`src/rtl/rename_pkg.sv`:
```
// Shared constants and types for the rename stage.
// Latency: n/a (package only).
// Backpressure: n/a (package only).
package rename_pkg;

  localparam int NUM_ARCH   = 32;
  localparam int NUM_PHYS   = 64;
  localparam int FREE_DEPTH = NUM_PHYS - NUM_ARCH;
  localparam int ARCH_W     = 5;
  localparam int PHYS_W     = 6;
  localparam int CNT_W      = $clog2(FREE_DEPTH + 1);

  typedef logic [ARCH_W-1:0] areg_t;
  typedef logic [PHYS_W-1:0] preg_t;

  localparam preg_t PREG_ZERO = '0;

  // x0 is hardwired, so writes to it never consume a physical register.
  function automatic logic needs_alloc(input logic rd_wr, input areg_t rd);
    return rd_wr && (rd != '0);
  endfunction

endpackage

```
`src/rtl/free_list_fifo.sv`:
```
// Circular free list of physical register tags, reset-loaded with BASE..BASE+DEPTH-1.
// Latency: head_data is a combinational read of the head slot; pops and pushes take effect on the next edge.
// Backpressure: caller must not pop when empty; a push into a full list is dropped and flagged sticky unless a pop frees a slot that edge.
module free_list_fifo #(
  parameter int DEPTH = 32,
  parameter int WIDTH = 6,
  parameter int BASE  = 32
) (
  input  logic                         clk,
  input  logic                         reset,
  input  logic                         alloc,
  input  logic                         free,
  input  logic [WIDTH-1:0]             free_data,
  output logic [WIDTH-1:0]             head_data,
  output logic [$clog2(DEPTH+1)-1:0]   count,
  output logic                         overflow
);

  localparam int PTR_W = $clog2(DEPTH);
  localparam int CW    = $clog2(DEPTH + 1);

  logic [WIDTH-1:0] mem [DEPTH];
  logic [PTR_W-1:0] head;
  logic [PTR_W-1:0] tail;
  logic             push;

  assign head_data = mem[head];

  // A full list still accepts a push when the same edge pops the head.
  assign push = free && ((count != CW'(DEPTH)) || alloc);

  // Pointer, storage, occupancy and sticky overflow update.
  always_ff @(posedge clk or posedge reset) begin
    if (reset) begin
      for (int i = 0; i < DEPTH; i++) begin
        mem[i] <= WIDTH'(BASE + i);
      end
      head     <= '0;
      tail     <= '0;
      count    <= CW'(DEPTH);
      overflow <= 1'b0;
    end else begin
      if (alloc) begin
        head <= (head == PTR_W'(DEPTH - 1)) ? '0 : head + 1'b1;
      end
      if (push) begin
        mem[tail] <= free_data;
        tail      <= (tail == PTR_W'(DEPTH - 1)) ? '0 : tail + 1'b1;
      end
      if (free && !push) begin
        overflow <= 1'b1;
      end
      if (alloc && !push) begin
        count <= count - 1'b1;
      end else if (push && !alloc) begin
        count <= count + 1'b1;
      end
    end
  end

endmodule

```
`src/rtl/register_rename.sv`:
```
// Rename stage: maps architectural sources/destination through the RAT and allocates from the free list.
// Latency: 1 cycle, registered outputs; payload holds on idle cycles.
// Backpressure: in_ready drops when the free list is empty (from registered count only).
module register_rename
  import rename_pkg::*;
(
  input  logic              clk,
  input  logic              reset,
  input  logic              in_valid,
  output logic              in_ready,
  input  logic [ARCH_W-1:0] in_rs1,
  input  logic [ARCH_W-1:0] in_rs2,
  input  logic [ARCH_W-1:0] in_rd,
  input  logic              in_rd_wr,
  input  logic [31:0]       in_pc,
  output logic              out_valid,
  output logic [PHYS_W-1:0] out_ps1,
  output logic [PHYS_W-1:0] out_ps2,
  output logic [PHYS_W-1:0] dest_reg,
  output logic [PHYS_W-1:0] old_dest_reg,
  output logic [31:0]       PC,
  input  logic              retire_valid,
  input  logic [PHYS_W-1:0] retire_old_pd,
  output logic [CNT_W-1:0]  free_count,
  output logic              overflow_err
);

  preg_t rat [NUM_ARCH];
  preg_t head_pd;
  logic  accept;
  logic  do_alloc;
  logic  do_free;

  assign in_ready = (free_count != '0);
  assign accept   = in_valid && in_ready;
  assign do_alloc = accept && needs_alloc(in_rd_wr, in_rd);
  assign do_free  = retire_valid && (retire_old_pd != PREG_ZERO);

  free_list_fifo #(
    .DEPTH (FREE_DEPTH),
    .WIDTH (PHYS_W),
    .BASE  (NUM_ARCH)
  ) u_free_list (
    .clk       (clk),
    .reset     (reset),
    .alloc     (do_alloc),
    .free      (do_free),
    .free_data (retire_old_pd),
    .head_data (head_pd),
    .count     (free_count),
    .overflow  (overflow_err)
  );

  // RAT update and output register; sources read the pre-update mapping.
  always_ff @(posedge clk or posedge reset) begin
    if (reset) begin
      for (int i = 0; i < NUM_ARCH; i++) begin
        rat[i] <= PHYS_W'(i);
      end
      out_valid    <= 1'b0;
      out_ps1      <= PREG_ZERO;
      out_ps2      <= PREG_ZERO;
      dest_reg     <= PREG_ZERO;
      old_dest_reg <= PREG_ZERO;
      PC           <= '0;
    end else begin
      out_valid <= accept;
      if (accept) begin
        out_ps1      <= rat[in_rs1];
        out_ps2      <= rat[in_rs2];
        PC           <= in_pc;
        dest_reg     <= do_alloc ? head_pd : PREG_ZERO;
        old_dest_reg <= do_alloc ? rat[in_rd] : PREG_ZERO;
      end
      if (do_alloc) begin
        rat[in_rd] <= head_pd;
      end
    end
  end

endmodule
```
`config.mk`:
```
export PLATFORM = sky130hd
export DESIGN_NAME = register_rename
export DESIGN_NICKNAME = d
export VERILOG_FILES = /design/src/rtl/rename_pkg.sv /design/src/rtl/free_list_fifo.sv /design/src/rtl/register_rename.sv
export SDC_FILE = /design/constraint.sdc
export NUM_CORES = 1
export LEC_CHECK = 0
export CAP_MARGIN = 20
export CORE_MARGIN = 3
export CORE_UTILIZATION = 50
export CTS_BUF_LIST = sky130_fd_sc_hd__clkbuf_8
export DETAILED_ROUTE_END_ITERATION = 12
export PLACE_DENSITY = 0.76
export SYNTH_ARGS = -nofsm -noshare
export SYNTH_HDL_FRONTEND = slang
export SYNTH_HIERARCHICAL = 1
export SYNTH_SLANG_ARGS = --single-unit
```
`constraint.sdc`:
```
create_clock -name clk -period 8.48 [get_ports clk]
set_input_delay 2.12 -clock clk [delete_from_list [all_inputs] [get_ports clk]]
set_output_delay 2.12 -clock clk [all_outputs]
set_load 0.05 [all_outputs]
```
* Word-level counts from Yosys, hierarchy flattened
Cells that the tools add are included.
Operators by class: order comparisons 7, bitwise logic cells 5, reduce and logical (&&, ||, !) cells 17, add/sub/neg operators 4, multiplexer cells 24, equal/unequal tests 3
Operators with widths (number):
- 192-bit bitwise mux | 2
- 6-bit binary-select mux with 5-bit select | 4
- 6-bit 2-to-1 mux | 14
- 6-bit demux with 5-bit select | 2
- 6-bit greater-or-equal comparator (second input constant) | 5
- 5-bit NOT with 6-bit output | 5
- 6-bit by 1-bit < comparator with 1-bit output (second input constant) | 2
- 6-bit nonzero test | 2
- 5-bit by 1-bit adder with 5-bit output (second input constant) | 2
- 5-bit equality test (second input constant) | 2
- 1-bit logical AND | 10
- 5-bit 2-to-1 mux | 2
- 6-bit by 1-bit adder with 6-bit output (second input constant) | 1
- 6-bit != test (second input constant) | 1
- 6-bit by 1-bit subtractor with 6-bit output (second input constant) | 1
- 5-bit nonzero test | 1
- 1-bit zero test | 2
- 2-bit nonzero test | 1
- 1-bit logical OR | 1
Word-level totals: register bits after elaboration 458, output and inout port bits 65, logic and storage cells 134

* Longest topological paths before layout
depth after elaboration 8, mapped depth 14, mapped depth without buffers 10

* Hierarchy
Netlist, hierarchy kept.
Modules (own cells, without submodules):
- register_rename | seq. area each 6331.1 um^2, instances 1, cells each 1102, area each 14609.0 um^2
- free_list_fifo | seq. area each 5371.4 um^2, instances 1, cells each 675, area each 9952.0 um^2

* Worst setup path before layout
No wires, ideal clock.
path kind input-to-reg, from input in_rd[3], to register u_free_list.count[1], slack 3454 ps, required time 8355 ps, cell stages on the path 13, library setup time 125 ps, arrival time 4902 ps, buffers on the path 6, cell sequence clkbuf_2 -> or2_2 -> buf_2 -> o41ai_1 -> a21oi_1 -> buf_2 -> buf_6 -> or3b_2 -> clkbuf_1 -> o21ai_2 -> and2_2 -> clkbuf_1 -> mux2_2
Between the ends: word-level cells in the longest chain between the ends 8
RTL lines:
- start, declared | line register_rename.sv:13 | input logic [ARCH_W-1:0] in_rd,
- 5-bit nonzero test (*) | line rename_pkg.sv:20 | return rd_wr && (rd != '0);
- 1-bit logical AND (*) | line rename_pkg.sv:20
- 1-bit logical AND (*) | line register_rename.sv:36 | assign do_alloc = accept && needs_alloc(in_rd_wr, in_rd);
- via do_alloc | line register_rename.sv:31 | logic do_alloc;
- 1-bit logical OR | line free_list_fifo.sv:30 | assign push = free && ((count != CW'(DEPTH)) || alloc);
- 1-bit logical AND | line free_list_fifo.sv:30
- 1-bit zero test | line free_list_fifo.sv:53 | if (alloc && !push) begin
- 1-bit logical AND | line free_list_fifo.sv:53
- 6-bit 2-to-1 mux / 2-bit nonzero test (equally long branches)
- end signal, assigned | line free_list_fifo.sv:40 | count <= CW'(DEPTH);
- end signal, assigned | line free_list_fifo.sv:54 | count <= count - 1'b1;
- end signal, assigned | line free_list_fifo.sv:56 | count <= count + 1'b1;
- end, declared | line free_list_fifo.sv:15 | output logic [$clog2(DEPTH+1)-1:0] count,
Mark *: on every way through the listed nets, which the timed path passes. The rest lies on a longest branch. A chain may end at the register's enable or synchronous reset.

* Final worst setup path
from input in_rd[4], to register u_free_list/mem[160] (netlist name)
Between the ends: word-level cells in the longest chain between the ends 5
RTL lines:
- 5-bit nonzero test | line rename_pkg.sv:20
- 1-bit logical AND | line rename_pkg.sv:20
- 1-bit logical AND | line register_rename.sv:36
- 1-bit logical OR | line free_list_fifo.sv:30
- 1-bit logical AND | line free_list_fifo.sv:30
- end signal, assigned by index | line free_list_fifo.sv:36 | mem[i] <= WIDTH'(BASE + i);
- end signal, assigned by index | line free_list_fifo.sv:47 | mem[tail] <= free_data;
- end, declared | line free_list_fifo.sv:22 | logic [WIDTH-1:0] mem [DEPTH];
Every way passes these cells.

==> impl_metrics.ini <==
[outcome]
status = finished clean

[worst_setup_path]
crit_type = input pin to flop
cp-start-kind = input pin
endpoint_kind = flop
crit_required_ns = 8.99
critPathMaxFanout = 12
cp.arrival_ns = 5.74

[power]
p_sw_mw = 3.48
pwr-share-clk = 0.211
comb_power_share = 0.366
peakVddDrop_v = 0.000252
power.density_nw_per_um2 = 342
p_leak_nw = 11.9
intPower_mw = 6.00
swShare = 0.367
p_seq_frac = 0.424

[global_route]
grt_max_degree = 129
overflow = 0
grt_pass1_vias = 17200
antenna_found_initial = 2
grt_pass1_wl_um = 101000
grt_usage = 0.253

[finish]
nets = 1938
drive_gt1_frac = 0.462
utilization = 0.576
reg_top3 = rat: 192 flops, u_free_list/mem: 192 flops, PC: 32 flops
areaGrowthSynthToFinish_pct = 12.9

[drt]
vias = 16500
drt-wirelength-per-cell_um = 24.9
drt_first_pass_iters = 5
postRouteWirelength_um = 64600
drcViolationCount = 0
via_per_inst = 6.37
final_antenna_net_count = 0
drtIter0Drc = 1547

[cts]
clk_latency_ns = 0.67
cts_setup_buffers = 0
clk_pin_slew_worst_paths_ns = 0.06
hold_buffers = 0
cts_buffers = 79
clock_sinks = 458
root_buffer = clkbuf_8
h-tree-depth = 3
clockBufferDepth = 3
cts_tree = done
ctsResizeCount = 0

[die]
fp.dieH_um = 228
rows = 80
initial_core_util = 0.510
pin_count = 123
coreArea_um2 = 48100
fp.dieW_um = 228
die_area_um2 = 51800

[timing]
fin_tns_setup_ns = 0
maxSlewViolCount = 0
finClkSkew_ns = 0.0419
max_slew_margin = 0.251
fin_crit_ns = 5.23
rsz0062_at_grt = no
setup_violations = 0
tightest_slew_ns = 1.12
fmax_mhz = 191
hold_violations = 0
period_share = 0.616

[synth]
ys_top_cells_by_area = dfrtp_1 (27%), dfstp_2 (21%), mux2_2 (19%)
synth_area_leader_cell = dfrtp_1
yosysSeqAreaShare = 0.476
synth.distinct_cells = 65
synth_edf_count = 0
yosys_warnings = 6
async_flop_share = 1.00
avgSynthCellArea_um2 = 13.8
synth_top_area_share = 0.270
synthesis.instances = 1777
ys_ff_latch = 458
synth.net_count = 1847
synth_most_common_cell = mux2_2
synth_flop_cell = dfrtp_1
syn_area_um2 = 24600
netlist_top_cells_count = mux2_2 (421), dfrtp_1 (265), mux2i_1 (220)

[placed_design]
gp_congestion = 0.890
io_buffers = 122
dp_hpwl_um = 40700

[run]
maxCapViolCount = 0

[hold_path]
hold_class = flop to flop
==> power by group through the flow <==
stage	Sequential, mW	Combinational (mW)	Clock, mW
finish	4.02	3.47	2.00
global route	4.13	3.69	2.14
CTS	3.99	3.44	2.04
detailed placement	4.02	3.43	0
global placement	3.95	3.32	0
floorplan	3.99	2.35	0
==> cell type report <==
cell class                      count  area [um^2]
Fill cell                        3796        20400
Multi-Input combinational cell   1174        12200
Sequential cell                   458        11700
Timing Repair Buffer              149         1420
Clock buffer                       92         1270
Tap cell                          656          821
Clock inverter                     55          300
Inverter                            6         33.8
Antenna cell                        1         2.50
==> metal layers <==
layer	up-vias	routed length, um	part of all wire	GRT usage
li1	6974	-	-	-
met1	8626	27700	0.43	0.359
met2	749	29500	0.46	0.383
met3	146	5460	0.085	0.0574
met4	2	1880	0.029	0.0937
met5	-	11	0.00017	0
==> final timing paths <==
kind	startpoint	end	depth (start not counted)	slack, ns
hold / removal	rat[191]$_DFFE_PP0P_	rat[191]$_DFFE_PP0P_	0	0.44
max in group asynchronous	reset	rat[146]$_DFFE_PP1P_	4	4.54
setup / recovery	in_rd[4]	u_free_list/mem[160]$_DFFE_PP0P_	8	3.25
min in group asynchronous	reset	PC[20]$_DFFE_PP0P_	2	2.06
hold reg to reg	rat[191]$_DFFE_PP0P_	rat[191]$_DFFE_PP0P_	0	0.44
setup reg to reg	u_free_list/head[0]$_DFFE_PP0P_	rat[61]$_DFFE_PP0P_	7	4.87
==> cell families (layout without fill, tap and decap cells) <==
| family | count (synthesis) | in the layout | share of synthesized area |
|---|---|---|---|
| buffers and inverters | 145 | 302 | 0.0311 |
| muxes | 729 | 729 | 0.362 |
| AOI/OAI and AO/OA | 248 | 248 | 0.0802 |
| and+or+nand+nor | 181 | 181 | 0.0419 |
| adders and majority gates | 12 | 12 | 0.00642 |
| xor gates and xnor gates | 4 | 4 | 0.00143 |
| other | 0 | 1 | 0 |
| DFF | 458 | 458 | 0.476 |
==> worst max-delay path, cell delays in order <==
cell             delay [ns]
clkdlybuf4s50_1        0.59
or2_2                  0.45
o41ai_1                0.64
a21oi_2                0.17
or3b_2                 0.66
o211ai_4               0.46
nor2_1                 0.29
mux2_2                 0.34
==> layout by cell type, fill, tap and decap left out, types with 12 or more instances in the layout <==
master,synthesis,layout
a211oi_1,18,18
a21oi_1,35,28
a221oi_1,23,23
a22o_1,38,38
a22oi_1,55,55
buf_4,17,29
clkbuf_8,0,92
clkdlybuf4s50_1,0,118
dfrtp_1,265,264
dfstp_2,193,193
inv_1,6,42
mux2_2,421,421
mux2i_1,220,220
mux4_1,12,12
mux4_2,70,70
nand2_1,30,29
nor2_1,60,58
nor2b_1,18,14
o22ai_1,23,23
==> metrics by stage <==
step                      hold WS, ns  std cells  power (mW)  instance area (um^2)  setup slack, ns
after CTS                       0.428       2590        9.48                 27700             3.36
final                           0.438       2591        9.48                 27700             3.25
after global routing            0.440       2591        9.96                 27700             3.19
after floorplan                 0.466       1777        6.34                 24600            0.838
after global placement          0.405       2443        7.27                 26200             2.81
after detailed placement        0.411       2443        7.45                 26200             2.69
(Power assumes the default switching activity.)
